$ cat config.mk
export PLATFORM = sky130hd
export DESIGN_NAME = vector_reduce_unit
export DESIGN_NICKNAME = d
export VERILOG_FILES = /design/src/rtl/vector_pkg.sv /design/src/rtl/reduce_lane_tree.sv /design/src/rtl/vector_reduce_unit_checker.sv /design/src/rtl/vector_reduce_unit.sv
export SDC_FILE = /design/constraint.sdc
export NUM_CORES = 1
export LEC_CHECK = 0
export ABC_AREA = 1
export CORE_MARGIN = 5
export CORE_UTILIZATION = 54
export CTS_CLUSTER_SIZE = 25
export DETAILED_ROUTE_END_ITERATION = 10
export PLACE_DENSITY = 0.87
export SLEW_MARGIN = 20
export SYNTH_ARGS = -nofsm -noshare
export SYNTH_HDL_FRONTEND = slang
export SYNTH_HIERARCHICAL = 1
export SYNTH_SLANG_ARGS = --single-unit
$ cat constraint.sdc
create_clock -name clk -period 8.4 [get_ports clk]
set_input_delay 1.68 -clock clk [delete_from_list [all_inputs] [get_ports clk]]
set_output_delay 1.68 -clock clk [all_outputs]
set_load 0.05 [all_outputs]
$ cat src/rtl/vector_pkg.sv
// Shared types and helpers for the vector datapath: ALU op codes, reduction
// op/state enums, and the width-generic identity/combine functions used by
// the reduction unit.
package vector_pkg;

  // Widest element the width-generic helpers support.
  localparam int RED_MAX_BITS = 64;

  typedef logic [RED_MAX_BITS-1:0] red_word_t;

  // Element ALU operation encoding.
  localparam logic [2:0] ALU_OP_ADD = 3'd0;
  localparam logic [2:0] ALU_OP_SUB = 3'd1;
  localparam logic [2:0] ALU_OP_AND = 3'd2;
  localparam logic [2:0] ALU_OP_OR  = 3'd3;
  localparam logic [2:0] ALU_OP_XOR = 3'd4;
  localparam logic [2:0] ALU_OP_MAX = 3'd5;
  localparam logic [2:0] ALU_OP_MIN = 3'd6;

  typedef enum logic [1:0] {
    RED_SUM = 2'b00,
    RED_MAX = 2'b01,
    RED_MIN = 2'b10,
    RED_XOR = 2'b11
  } reduce_op_t;

  typedef enum logic [1:0] {
    IDLE  = 2'b00,
    ACCUM = 2'b01,
    DONE  = 2'b10
  } reduce_state_t;

  // Neutral starting value of the accumulator for a fold of width 'bits'.
  function automatic red_word_t reduce_identity(input reduce_op_t op, input int bits);
    red_word_t id;
    case (op)
      RED_SUM: id = '0;
      RED_MAX: id = red_word_t'(1) << (bits - 1);
      RED_MIN: id = (red_word_t'(1) << (bits - 1)) - red_word_t'(1);
      RED_XOR: id = '0;
      default: id = '0;
    endcase
    return id;
  endfunction

  // Combine two zero-extended 'bits'-wide operands. Signed compares shift the
  // element sign bit up to bit 63 so the native signed compare applies.
  // The sum may carry above 'bits'; callers truncate to the element width.
  function automatic red_word_t reduce_combine2(input reduce_op_t op, input red_word_t a,
                                                input red_word_t b, input int bits);
    red_word_t r;
    logic signed [RED_MAX_BITS-1:0] sa;
    logic signed [RED_MAX_BITS-1:0] sb;
    sa = $signed(a << (RED_MAX_BITS - bits));
    sb = $signed(b << (RED_MAX_BITS - bits));
    case (op)
      RED_SUM: r = a + b;
      RED_MAX: r = (sa > sb) ? a : b;
      RED_MIN: r = (sa < sb) ? a : b;
      RED_XOR: r = a ^ b;
      default: r = '0;
    endcase
    return r;
  endfunction

endpackage

$ cat src/rtl/reduce_lane_tree.sv
// Combinational fold of LANES elements plus the running accumulator.
// Elements are padded to a power of two with the op identity and folded
// pairwise in a log2-depth tree; the tree root is then merged with acc.
module reduce_lane_tree
  import vector_pkg::*;
#(
  parameter int BITS  = 8,
  parameter int LANES = 4
) (
  input  reduce_op_t       op,
  input  logic [BITS-1:0]  acc,
  input  logic [BITS-1:0]  elems [LANES],
  output logic [BITS-1:0]  combined
);

  localparam int LOG = $clog2(LANES);
  localparam int P   = 1 << LOG;

  for (genvar l = 0; l <= LOG; l++) begin : g_lvl
    localparam int W = P >> l;
    logic [BITS-1:0] val_s [W];
    for (genvar j = 0; j < W; j++) begin : g_n
      if (l == 0) begin : g_leaf
        if (j < LANES) begin : g_real
          assign val_s[j] = elems[j];
        end else begin : g_pad
          assign val_s[j] = BITS'(reduce_identity(op, BITS));
        end
      end else begin : g_cmb
        assign val_s[j] = BITS'(reduce_combine2(op,
                                                RED_MAX_BITS'(g_lvl[l-1].val_s[2*j]),
                                                RED_MAX_BITS'(g_lvl[l-1].val_s[2*j+1]),
                                                BITS));
      end
    end
  end

  assign combined = BITS'(reduce_combine2(op, RED_MAX_BITS'(acc),
                                          RED_MAX_BITS'(g_lvl[LOG].val_s[0]), BITS));

endmodule

$ cat src/rtl/vector_reduce_unit_checker.sv
// Elaboration-time parameter legality checks for vector_reduce_unit.
module vector_reduce_unit_checker
  import vector_pkg::*;
#(
  parameter int BITS  = 8,
  parameter int N     = 64,
  parameter int LANES = 4
) ();

  if (LANES < 1 || LANES > N) begin : g_lanes_range
    $error("vector_reduce_unit: LANES must be in 1..N");
  end else if ((N % LANES) != 0) begin : g_lanes_div
    $error("vector_reduce_unit: N must be a multiple of LANES");
  end

  if (BITS < 1 || BITS > RED_MAX_BITS) begin : g_bits_range
    $error("vector_reduce_unit: BITS out of supported range");
  end

endmodule

$ cat src/rtl/vector_reduce_unit.sv
// Sequential vector reduction: snapshots an N-element vector on start and
// folds LANES elements per cycle into a single scalar (sum/max/min/xor),
// reporting it with a one-cycle done pulse.
module vector_reduce_unit
  import vector_pkg::*;
#(
  parameter int BITS  = 8,
  parameter int N     = 64,
  parameter int LANES = 4
) (
  input  logic            clk,
  input  logic            rst_n,
  input  logic            start,
  input  logic [1:0]      op,
  input  logic [BITS-1:0] V [N],
  output logic            busy,
  output logic            done,
  output logic [BITS-1:0] result
);

  localparam int IDXW = (N > 1) ? $clog2(N) : 1;
  // Index of the final lane group; the step may wrap when LANES == N, which
  // is harmless because the last group always exits ACCUM.
  localparam logic [IDXW-1:0] LAST_IDX = IDXW'(N - LANES);
  localparam logic [IDXW-1:0] STEP     = IDXW'(LANES);

  vector_reduce_unit_checker #(.BITS(BITS), .N(N), .LANES(LANES)) u_checker ();

  reduce_state_t   state_r;
  reduce_op_t      op_r;
  logic [BITS-1:0] snap_r [N];
  logic [BITS-1:0] acc_r;
  logic [IDXW-1:0] idx_r;
  logic [BITS-1:0] result_r;
  logic            busy_r;
  logic            done_r;
  logic [BITS-1:0] lane_s [LANES];
  logic [BITS-1:0] comb_s;

  // Pick the group of snapshot elements consumed in the current ACCUM cycle.
  always_comb begin
    for (int i = 0; i < LANES; i++) begin
      lane_s[i] = snap_r[idx_r + IDXW'(i)];
    end
  end

  reduce_lane_tree #(.BITS(BITS), .LANES(LANES)) u_tree (
    .op       (op_r),
    .acc      (acc_r),
    .elems    (lane_s),
    .combined (comb_s)
  );

  // Control FSM with snapshot, accumulator, index and registered outputs.
  always_ff @(posedge clk or negedge rst_n) begin
    if (!rst_n) begin
      state_r  <= IDLE;
      op_r     <= RED_SUM;
      acc_r    <= '0;
      idx_r    <= '0;
      result_r <= '0;
      busy_r   <= 1'b0;
      done_r   <= 1'b0;
      for (int i = 0; i < N; i++) begin
        snap_r[i] <= '0;
      end
    end else begin
      case (state_r)
        IDLE: begin
          done_r <= 1'b0;
          if (start) begin
            snap_r  <= V;
            op_r    <= reduce_op_t'(op);
            acc_r   <= BITS'(reduce_identity(reduce_op_t'(op), BITS));
            idx_r   <= '0;
            busy_r  <= 1'b1;
            state_r <= ACCUM;
          end else begin
            busy_r <= 1'b0;
          end
        end
        ACCUM: begin
          acc_r <= comb_s;
          idx_r <= idx_r + STEP;
          if (idx_r == LAST_IDX) begin
            result_r <= comb_s;
            done_r   <= 1'b1;
            state_r  <= DONE;
          end else begin
            done_r <= 1'b0;
          end
        end
        DONE: begin
          done_r  <= 1'b0;
          busy_r  <= 1'b0;
          state_r <= IDLE;
        end
        default: begin
          done_r  <= 1'b0;
          busy_r  <= 1'b0;
          state_r <= IDLE;
        end
      endcase
    end
  end

  assign busy   = busy_r;
  assign done   = done_r;
  assign result = result_r;

endmodule

### After elaboration in Yosys (flattened, before gate mapping)

Index checks and enable logic that the tools add are counted.
Widths: inputs -> output; s select.

| operators by class | value |
|---|---|
| add/sub/neg operators | 8 |
| magnitude comparators | 12 |
| eq/ne operators | 10 |
| muxes and demuxes | 36 |
| bitwise operators | 8 |
| reduce and logical (&&, ||, !) cells | 9 |

Operator list:

| operator | count |
|---|---|
| $gt 64x64->1 | 4 |
| $lt 64x64->1 | 4 |
| $bmux 8 s6 | 4 |
| $mux 8 | 17 |
| $pmux 8 s4 | 4 |
| $add 8x8->8 | 4 |
| $xor 8x8->8 | 4 |
| $ge 7x7->1 const B | 4 |
| $not 6->7 | 4 |
| $pmux 8 s3 | 1 |
| $pmux 8 s2 | 1 |
| $add 6x2->6 const B | 2 |
| $pmux 6 s2 | 1 |
| $eq 2x2->1 const B | 4 |
| $reduce_and 2->1 | 4 |
| $add 6x1->6 const B | 1 |
| $add 6x3->6 const B | 1 |
| $eq 2x1->1 const B | 3 |
| $eq 6x6->1 const B | 1 |
| $logic_not 2->1 | 3 |
| $mux 6 | 1 |
| $mux 2 | 2 |
| $ne 2x2->1 const B | 2 |
| $pmux 2 s2 | 1 |
| 4 further kinds | 6 |

| word-level totals | value |
|---|---|
| flip-flop bits (word level) | 540 |
| input port bits | 517 |
| output and inout port bits | 10 |
| word-level logic and storage cells | 154 |

### Logic depth before layout (Yosys ltp)

| logic depth | value |
|---|---|
| depth in word-level cells | 15 |
| mapped depth | 57 |
| depth with buffers taken out | 54 |

### Hierarchy

The synthesis kept the hierarchy.

By module, submodules not included:

| module | instances | cells an instance | area each (sq um) | sequential area each (sq um) |
|---|---|---|---|---|
| vector_reduce_unit | 1 | 3,501 | 25,947.4 | 13,462.9 |
| reduce_lane_tree | 1 | 693 | 4,030.1 | 0.0 |

### Least setup slack after synthesis

No wires, ideal clock.

| timing path | value |
|---|---|
| kind | reg2reg |
| start point | register idx_r[2] |
| end point | register acc_r[4] |
| setup time | 0.132 ns |
| arrival | 6.058 ns |
| setup slack | 2.210 ns |
| cell stages (with the launch flop) | 50 |
| path buffers | 5 |
| period minus slack after synthesis | 6.190 ns |
| cell sequence | dfrtp_1 > buf_4 > buf_6 > buf_2 > nand2_1 > nand3_1 > nand2_1 > nand2_1 > nand2_1 > clkinv_1 > nand2_1 > inv_1 > ha_1 > a21o_2 > nor2_4 > nand2_4 > nand2_4 > buf_6 > [... 14 more ...] > nand3_1 > nand3_2 > nand2_4 > inv_1 > ha_1 > nor4_1 > nand2_1 > o2111ai_1 > nand2_1 > inv_1 > nand2_1 > buf_6 > o21ai_0 > inv_1 > nand2_1 > nand4_1 > nand2_1 > nand3_1 |

RTL lines:

| element | RTL line | RTL |
|---|---|---|
| from (decl) | vector_reduce_unit.sv:33 | `logic [IDXW-1:0] idx_r;` |
| from (signal assigned) | vector_reduce_unit.sv:84 | `idx_r <= idx_r + STEP;` |
| to (signal assigned) | vector_reduce_unit.sv:74 | `acc_r <= BITS'(reduce_identity(reduce_op_t'(op), BITS));` |
| to (signal assigned) | vector_reduce_unit.sv:83 | `acc_r <= comb_s;` |
| to (decl) | vector_reduce_unit.sv:32 | `logic [BITS-1:0] acc_r;` |

==> results.yml <==
outcome:
  status: "complete, no violations"
place:
  dp_hpwl_um: 75800
  postPlaceCellArea_um2: 35500
  port_buffers: 526
  gp_congestion: 0.952
route:
  wl_um: 106000
  drtAntennaViolNets: 0
  drt_first_pass_iters: 8
  vias_per_cell: 5.43
  via_count: 29350
  drt_iter0_drc: 3291
  wl_per_cell_um: 19.6
  drc: 0
synth:
  yosysMostFrequentCell: "nand2_1"
  synth_cell_types: 44
  synth_area_leader_cell: "dfrtp_1"
  synth_seq_cells: 538
  synthesis.area_per_instance_um2: 7.15
  synth_edf_count: 0
  seq_area_frac_synth: 0.449
  synthFlopType: "dfrtp_1"
  synth_top_cells_by_area: "dfrtp_1 45%, nand2_1 19%, o21ai_0 8.3%"
  synth_common_cells: "1495 x nand2_1, 616 x inv_1, 538 x dfrtp_1"
  postSynthCellCount: 4194
  ys_warn_count: 6
  netlist_area_um2: 30000
  yosysTopAreaCellShare: 0.449
  synth_fp_nets: 4778
  async_flop_share: 1.00
setup_path:
  cpMostUsedCell: "nand2_1"
  end_kind: "flip-flop"
  arrival_ns: 8.20
  critPathMaxStageDelay_ns: 0.58
  r2r-start: "idx_r[2]"
  reg2reg_to: "acc_r[7]"
  required_ns: 8.88
  path_class: "flip-flop to flip-flop"
  cp_max_fo: 95
  cp-start-kind: "flip-flop"
  reg2regPathDepth: 47
  reg2reg_slack_ns: 0.68
  slowest_stage: "dfrtp_4"
sta:
  timing.setup.tns_ns: 0
  max_freq_mhz: 130
  max-slew-margin-rel: 0.163
  worst_pin_slew_ns: 1.26
  period_share: 0.919
  fin_skew_ns: 0.0448
  setup_viol: 0
  final_max_slew_viol_count: 0
  finalHoldViolations: 0
  rsz0062_at_grt: "no"
  fin_crit_ns: 7.72
floorplanning:
  start_util: 0.544
  boundaryPins: 527
  chipHeight_um: 246
  core_area_um2: 55100
  die_w_um: 246
  core.rowCount: 86
  die_area_um2: 60300
global_routing:
  grtUsageTotal: 0.335
  grt_pass1_wl_um: 158000
  grt_pass1_vias: 28013
  antenna_found_initial: 15
  grt_max_degree: 284
  overflow: 0
clocking:
  hold_buffers: 0
  clock-sinks: 538
  cts.clk_slew.worst_paths_ns: 0.07
  root_buffer: "clkbuf_16"
  clockBufferDepth: 3
  h-tree-depth: 2
  numCtsBuffers: 54
  cts_tree: "yes"
  clock_latency_ns: 0.64
cells_and_area:
  fillerInstances: 4390
  final_area_um2: 37500
  drive_gt1_frac: 0.0502
  syn_to_final_growth_pct: 25.0
  nNetsFinal: 5186
min_path:
  holdCritStartpoint: "snap_r[497]"
  hold_path_end: "snap_r[497]"
  hp-class: "flip-flop to flip-flop"
  holdPathStages: 2
flow_run:
  maxCapViolCount: 0
==> layer usage <==
layer,up-vias,global-route usage,part of all wire
met5,-,0,0.00063
met3,284,0.0646,0.093
li1,13741,-,-
met2,1510,0.522,0.45
met4,10,0.155,0.054
met1,13805,0.458,0.40
==> worst max path at each step <==
stage             start  endpoint  slack, ns  depth (start not counted)
6_report       idx_r[2]  acc_r[7]       0.68                         47
5_1_grt        idx_r[2]  acc_r[5]       0.03                         55
4_1_cts        idx_r[2]  acc_r[2]       0.56                         45
3_5_place_dp   idx_r[2]  acc_r[4]       0.61                         47
3_3_place_gp   idx_r[2]  acc_r[5]       0.67                         48
2_1_floorplan  idx_r[2]  acc_r[4]       2.21                         49
==> flip-flops by register name (all words and copies together) (netlist names) <==
register  count
op_r          2
busy          1
idx_r         4
done          1
snap_r      512
result        8
acc_r         8
state_r       2
==> cells in the final DEF, fill, tap and decap left out, types with 3 or more instances in the layout <==
cell,count
inv_2,3
clkdlybuf4s50_1,525
nand3_2,23
nand2_2,27
nand3_4,4
bufinv_16,3
nor2_1,108
or2_2,5
nand4_1,27
clkbuf_1,13
inv_6,3
o21ai_0,496
o21ai_1,30
diode_2,10
ha_1,61
nand3_1,399
clkinv_2,11
inv_1,615
fa_1,4
xor2_1,13
dfrtp_1,536
buf_12,14
nor2_2,3
nand2_1,1494
clkbuf_8,11
clkinv_1,32
a21oi_1,42
nor2_4,3
nand2_4,5
clkbuf_16,55
buf_4,43
==> cell families (layout without fill, tap and decap cells) <==
group,Yosys count,after routing,synth area share
simple gates,2106,2106,0.295
buf+inv,888,1338,0.125
compound gates,580,580,0.0982
flops,538,538,0.449
fa+ha+maj,67,67,0.0290
xor+xnor,15,15,0.00438
other cells,0,10,0
==> timing repair <==
item	4_1_cts	5_1_grt
endpoints found under the setup margin	0	16
resized for setup	0	15
endpoints found under the hold margin	0	0
setup buffers	0	15
==> critical path: cells and delay by family (launching register included) <==
| kind | cells | cell delay, ns |
|---|---|---|
| simple gates | 30 | 3.93 |
| buf+inv | 9 | 1.12 |
| fa+ha+maj | 3 | 1.03 |
| compound gates | 5 | 0.75 |
| flops | 1 | 0.58 |
==> layout make-up <==
| type | count | area [µm²] | area share |
|---|---|---|---|
| clock inverters | 20 | 220 | 0.00588 |
| repair buffers | 588 | 5970 | 0.159 |
| diodes | 10 | 25.0 | 0.000668 |
| clock buffers | 78 | 1550 | 0.0414 |
| flip-flops and latches | 538 | 13500 | 0.359 |
| well taps | 748 | 936 | 0.0250 |
| multi-input cells | 2768 | 12800 | 0.342 |
| inverters | 652 | 2470 | 0.0660 |
==> per-stage QoR <==
step / hold slack (ns) / worst slack, ns / std cells / util
2_1_floorplan: 0.443 / 2.21 / 4194 / -
3_3_place_gp: 0.455 / 0.671 / 5278 / 0.644
3_5_place_dp: 0.459 / 0.614 / 5278 / 0.644
4_1_cts: 0.475 / 0.565 / 5376 / 0.676
5_1_grt: 0.493 / 0.0255 / 5401 / 0.680
6_report: 0.472 / 0.682 / 5402 / 0.680
Power is left out: the tool's default activity adds up to more than one toggle a clock period on the data nets, which glitch-free logic cannot reach.
